--- src/rtl/frv_asi_dispatch_pkg.sv ---
// Shared ASI definitions: operand widths, uop encodings and dispatcher state/watchdog constants.
package frv_asi_dispatch_pkg;

    localparam int unsigned XLEN = 32;
    localparam int unsigned XL   = XLEN - 1;
    localparam int unsigned OP   = 5;

    localparam logic [OP:0] ASI_AESSUB_ENC    = 6'h00;
    localparam logic [OP:0] ASI_AESSUB_ENCROT = 6'h01;
    localparam logic [OP:0] ASI_AESSUB_DEC    = 6'h02;
    localparam logic [OP:0] ASI_AESMIX_ENC    = 6'h04;
    localparam logic [OP:0] ASI_AESMIX_DEC    = 6'h05;
    localparam logic [OP:0] ASI_SHA256_S0     = 6'h10;
    localparam logic [OP:0] ASI_SHA256_S1     = 6'h11;
    localparam logic [OP:0] ASI_SHA256_S2     = 6'h12;
    localparam logic [OP:0] ASI_SHA256_S3     = 6'h13;
    localparam logic [OP:0] ASI_SHA3_XY       = 6'h20;
    localparam logic [OP:0] ASI_SHA3_X1       = 6'h21;

    localparam int unsigned ASI_DISP_TIMEOUT = 15;

    typedef enum logic [1:0] {
        ASI_DISP_IDLE = 2'd0,
        ASI_DISP_BUSY = 2'd1,
        ASI_DISP_DONE = 2'd2
    } asi_disp_state_t;

endpackage

--- src/rtl/frv_asi_dispatch.sv ---
// Issue-side ASI controller: holds one op for the ASI unit, returns its result to
// writeback, sequences AES flushes and converts a hung op into an error completion.
module frv_asi_dispatch
    import frv_asi_dispatch_pkg::*;
#(
    parameter int unsigned TIMEOUT = ASI_DISP_TIMEOUT
) (
    input  logic        g_clk,
    input  logic        g_resetn,
    input  logic        s_valid,
    output logic        s_ready,
    input  logic [OP:0] s_uop,
    input  logic [XL:0] s_rs1,
    input  logic [XL:0] s_rs2,
    input  logic [1:0]  s_shamt,
    input  logic [4:0]  s_rd,
    input  logic        flush,
    input  logic [31:0] flush_data,
    output logic        asi_valid,
    output logic [OP:0] asi_uop,
    output logic [XL:0] asi_rs1,
    output logic [XL:0] asi_rs2,
    output logic [1:0]  asi_shamt,
    input  logic        asi_ready,
    input  logic [XL:0] asi_result,
    output logic        asi_flush_aessub,
    output logic        asi_flush_aesmix,
    output logic [31:0] asi_flush_data,
    output logic        w_valid,
    input  logic        w_ready,
    output logic [4:0]  w_rd,
    output logic [XL:0] w_result,
    output logic        w_err
);

    localparam int unsigned CW = (TIMEOUT == 0) ? 1 : $clog2(TIMEOUT + 1);
    localparam logic [CW-1:0] WD_LAST = (TIMEOUT == 0) ? '0 : CW'(TIMEOUT - 1);
    localparam logic [CW-1:0] WD_MAX  = (TIMEOUT == 0) ? '1 : CW'(TIMEOUT);

    asi_disp_state_t state, state_nxt;

    logic [OP:0]   uop_q;
    logic [XL:0]   rs1_q;
    logic [XL:0]   rs2_q;
    logic [1:0]    shamt_q;
    logic [4:0]    rd_q;
    logic [XL:0]   result_q;
    logic          err_q;
    logic [CW-1:0] wd_cnt;
    logic          fl_pulse;
    logic [31:0]   fl_data;
    logic          busy;
    logic          accept;
    logic          wd_expire;

    always_comb begin
        state_nxt = state;
        s_ready   = 1'b0;
        busy      = 1'b0;
        w_valid   = 1'b0;
        case (state)
            ASI_DISP_IDLE: s_ready = !flush;
            ASI_DISP_BUSY: busy = 1'b1;
            ASI_DISP_DONE: begin
                w_valid = 1'b1;
                s_ready = w_ready && !flush;
            end
            default: ;
        endcase

        accept = s_valid && s_ready;
        // expiry fires in the TIMEOUT-th BUSY cycle; a ready in that same cycle wins
        wd_expire = busy && !asi_ready && (TIMEOUT != 0) && (wd_cnt == WD_LAST);

        case (state)
            ASI_DISP_IDLE: if (accept) state_nxt = ASI_DISP_BUSY;
            ASI_DISP_BUSY: if (asi_ready || wd_expire) state_nxt = ASI_DISP_DONE;
            ASI_DISP_DONE: if (w_ready) state_nxt = accept ? ASI_DISP_BUSY : ASI_DISP_IDLE;
            default:       state_nxt = ASI_DISP_IDLE;
        endcase

        if (flush) state_nxt = ASI_DISP_IDLE;
    end

    always_ff @(posedge g_clk or negedge g_resetn) begin
        if (!g_resetn) begin
            state    <= ASI_DISP_IDLE;
            uop_q    <= '0;
            rs1_q    <= '0;
            rs2_q    <= '0;
            shamt_q  <= '0;
            rd_q     <= '0;
            result_q <= '0;
            err_q    <= 1'b0;
            wd_cnt   <= '0;
            fl_pulse <= 1'b0;
            fl_data  <= '0;
        end else begin
            state    <= state_nxt;
            fl_pulse <= flush || wd_expire;
            fl_data  <= flush ? flush_data : '0;

            if (flush) begin
                wd_cnt <= '0;
            end else if (accept) begin
                uop_q   <= s_uop;
                rs1_q   <= s_rs1;
                rs2_q   <= s_rs2;
                shamt_q <= s_shamt;
                rd_q    <= s_rd;
                wd_cnt  <= '0;
            end else if (busy) begin
                if (wd_cnt != WD_MAX) wd_cnt <= wd_cnt + 1'b1;
                if (asi_ready) begin
                    result_q <= asi_result;
                    err_q    <= 1'b0;
                end else if (wd_expire) begin
                    result_q <= '0;
                    err_q    <= 1'b1;
                end
            end
        end
    end

    // held operands are only visible to the ASI unit while BUSY
    assign asi_valid = busy;
    assign asi_uop   = busy ? uop_q   : '0;
    assign asi_rs1   = busy ? rs1_q   : '0;
    assign asi_rs2   = busy ? rs2_q   : '0;
    assign asi_shamt = busy ? shamt_q : '0;

    assign asi_flush_aessub = fl_pulse;
    assign asi_flush_aesmix = fl_pulse;
    assign asi_flush_data   = fl_data;

    assign w_rd     = rd_q;
    assign w_result = result_q;
    assign w_err    = err_q;

endmodule

--- config.mk ---
export PLATFORM = sky130hd
export DESIGN_NAME = frv_asi_dispatch
export DESIGN_NICKNAME = d
export VERILOG_FILES = /design/src/rtl/frv_asi_dispatch_pkg.sv /design/src/rtl/frv_asi_dispatch.sv
export SDC_FILE = /design/constraint.sdc
export NUM_CORES = 1
export LEC_CHECK = 0
export ABC_AREA = 1
export BUFFER_PORTS_ARGS = -buffer_cell sky130_fd_sc_hd__buf_2
export CORE_MARGIN = 1.5
export CORE_UTILIZATION = 46
export DETAILED_ROUTE_END_ITERATION = 16
export PLACE_DENSITY = 0.78
export SYNTH_ARGS = -nofsm -noshare
export SYNTH_HDL_FRONTEND = slang
export SYNTH_SLANG_ARGS = --single-unit
--- constraint.sdc ---
create_clock -name g_clk -period 1.8 [get_ports g_clk]
set_clock_uncertainty 0.2 [all_clocks]
set_input_delay 0.18 -clock g_clk [delete_from_list [all_inputs] [get_ports g_clk]]
set_output_delay 0.18 -clock g_clk [all_outputs]
set_load 0.05 [all_outputs]
==> flow_metrics.env <==
export IMPL_dr_first_iter_drc_count=674
export IMPL_clkPwrFrac=0.312
export IMPL_synth_nets=850
export IMPL_syn_area_sq_mm=0.00614
export IMPL_fin_crit_sh=1.11
export IMPL_fin_crit_ns=1.99
export IMPL_die_width_microns=119
export IMPL_yosysSeqAreaShare=0.608
export IMPL_final_fill_count=650
export IMPL_grt_max_degree=79
export IMPL_cts_buffer_depth=2
export IMPL_yosys_most_used_dff="dfrtp_1"
export IMPL_grt_pass1_wl_mm=35.7
export IMPL_pwr_share_comb=0.344
export IMPL_failed_checks="setup timing"
export IMPL_dp_cells=1144
export IMPL_hp_class="in2async"
export IMPL_finalHoldViolCount=0
export IMPL_multi_input_area_sq_mm=0.00200
export IMPL_rows=42
export IMPL_synthArstFlopShare=1.00
export IMPL_drcViolationCount=0
export IMPL_design_area_sq_mm=0.0109
export IMPL_grt_pass1_vias=6982
export IMPL_place_ws_ns=0.112
export IMPL_io_pins=294
export IMPL_core_area_sq_mm=0.0131
export IMPL_htree_num_levels=4
export IMPL_dieHeight_microns=119
export IMPL_cp_required_ns=1.42
export IMPL_fin_nets=1297
export IMPL_hold_worst_slack_ns=0.0762
export IMPL_antenna_found_initial=2
export IMPL_syn_to_final_growth_pct=77.6
export IMPL_maxCapViolCount=0
export IMPL_max_slew_worst_pin_slew_ns=0.401
export IMPL_dr_total_vias=6906
export IMPL_avgRoutedWirePerCell_microns=18.8
export IMPL_start_kind="flip-flop"
export IMPL_clock_latency_ns=0.41
export IMPL_p_switching_uw=4690
export IMPL_yosysWarnings=0
export IMPL_arrival_ns=1.61
export IMPL_slew_viol_final=0
export IMPL_io_buffers=293
export IMPL_drive_gt1_frac=0.368
export IMPL_p_int_uw=7540
export IMPL_synth_common_cells="nor2_1 (150), dfrtp_1 (149), inv_1 (118)"
export IMPL_dieArea_sq_mm=0.0140
export IMPL_fmax_mhz=503
export IMPL_synth_distinct_cells=24
export IMPL_yosysMostFrequentCell="nor2_1"
export IMPL_netlist_instances=701
export IMPL_swShare=0.384
export IMPL_slew_limit_headroom=0.733
export IMPL_place_area_sq_mm=0.00774
export IMPL_grt_use_total=0.327
export IMPL_wirelength_mm=25.1
export IMPL_place_hpwl_mm=10.7
export IMPL_place_gp_congestion=0.801
export IMPL_status="finished with violations"
export IMPL_path_clk_slew_ns=0.06
export IMPL_avgSynthCellArea_sq_um=8.75
export IMPL_setup_viol=74
export IMPL_dr_pass1_iters=5
export IMPL_synth_edf_count=0
export IMPL_register_area_sq_mm=0.00373
export IMPL_root_buffer="clkbuf_16"
export IMPL_tns_ns=-7.36
export IMPL_synthDominantCellAreaShare=0.608
export IMPL_rsz0062_at_grt="true"
export IMPL_seqPwrFrac=0.344
export IMPL_cts_tree="built"
export IMPL_crit_path_end_kind="primary output"
export IMPL_ant_nets=0
export IMPL_synth_top_area_cell="dfrtp_1"
export IMPL_fin_cells=1339
export IMPL_start_util=0.467
export IMPL_crit_fanout=15
export IMPL_grt_overflow=0
export IMPL_crit_type="reg2out"
export IMPL_powerDensity_mw_per_mm2=1120
export IMPL_cts_made_buffers=17
export IMPL_cts_sinks=149
export IMPL_via_per_inst=5.16
export IMPL_timing_final_ws_setup_ns=-0.189
export IMPL_peakVddDrop_uv=1280
export IMPL_p_leak_uw=0.00596
export IMPL_ys_ff_latch=149
export IMPL_synthTopCellsByArea="dfrtp_1 (61%), nor2_1 (9.2%), inv_1 (7.2%)"
## worst paths after layout
check,from,endpoint,slack (ns),depth (start not counted)
worst max-delay path,state[1],asi_rs1[13],-0.19,5
worst min-delay path,g_resetn,rs1_q[11],0.08,2
worst max register to register,state[0],rs1_q[0],-0.03,5
worst min register to register,w_result[18],w_result[18],0.27,2
max in group asynchronous,g_resetn,rs1_q[20],0.74,3
min in group g_clk,w_result[18],w_result[18],0.27,2
## layout by cell type, fill, tap and decap left out, types with 20 or more instances in the layout
master,n
nand3_1,36
clkbuf_16,20
nor2_1,86
inv_1,117
buf_6,63
nor2_4,25
dfrtp_1,148
dlygate4sd3_1,146
a21oi_1,74
nor2_2,41
nand2_1,110
buf_2,218
## layer usage
metal,track usage,part of all wire,vias to the layer above
met2,0.574,0.52,498
met5,0,0,-
li1,-,-,3003
met4,0.147,0.049,0
met1,0.377,0.35,3297
met3,0.0840,0.083,108
## logic make-up after synthesis
kind of cell / share of synthesized area
AOI/OAI and AO/OA: 0.0691
adders and majority gates: 0.00408
buffers and inverters: 0.117
DFF: 0.608
and+or+nand+nor: 0.202
## power groups by stage
stage / sequential (uW) / combinational (uW) / clock (uW)
global route: 4240 / 4390 / 3990
detailed placement: 4170 / 3200 / 0
floorplan: 5090 / 1400 / 0
global placement: 4160 / 3150 / 0
CTS: 4130 / 3760 / 3800
finish: 4210 / 4210 / 3820
## state kept, by name, summed over array words and instances, names as in the netlist
| signal | cells |
|---|---|
| asi_flush_aesmix | 1 |
| asi_flush_data | 32 |
| rs1_q | 32 |
| state | 2 |
| w_rd | 5 |
| w_err | 1 |
| uop_q | 6 |
| rs2_q | 32 |
| w_result | 32 |
| wd_cnt | 4 |
| shamt_q | 2 |
## cell type report
class / instances / share of cell area
repair buffers: 468 / 0.355
diodes: 2 / 0.000459
multi-input cells: 394 / 0.183
clock inverters: 14 / 0.0185
inverters: 118 / 0.0406
clock buffers: 18 / 0.0394
flip-flops and latches: 149 / 0.342
well taps: 176 / 0.0202
## through the flow
| stage | util | power (uW) |
|---|---|---|
| 3_3_place_gp | 0.590 | 7310 |
| 2_1_floorplan | - | 6490 |
| 4_1_cts | 0.793 | 11700 |
| 6_report | 0.830 | 12200 |
| 5_1_grt | 0.830 | 12600 |
| 3_5_place_dp | 0.590 | 7380 |
## repair_timing
action	CTS	global route
buffers inserted	2	7
cloned	3	3
pin swaps	1	2
hold buffers	146	0
setup endpoints to repair	73	99
endpoints found under the hold margin	295	0
resized for setup	171	86
## critical path, cell delays in order (launching register included)
cell and delay [ns]:
dfrtp_1 0.39, inv_2 0.11, nand2_8 0.12, buf_16 0.20
nor2_1 0.15, buf_4 0.22
No activity file was read; power rests on OpenSTA's default activity.
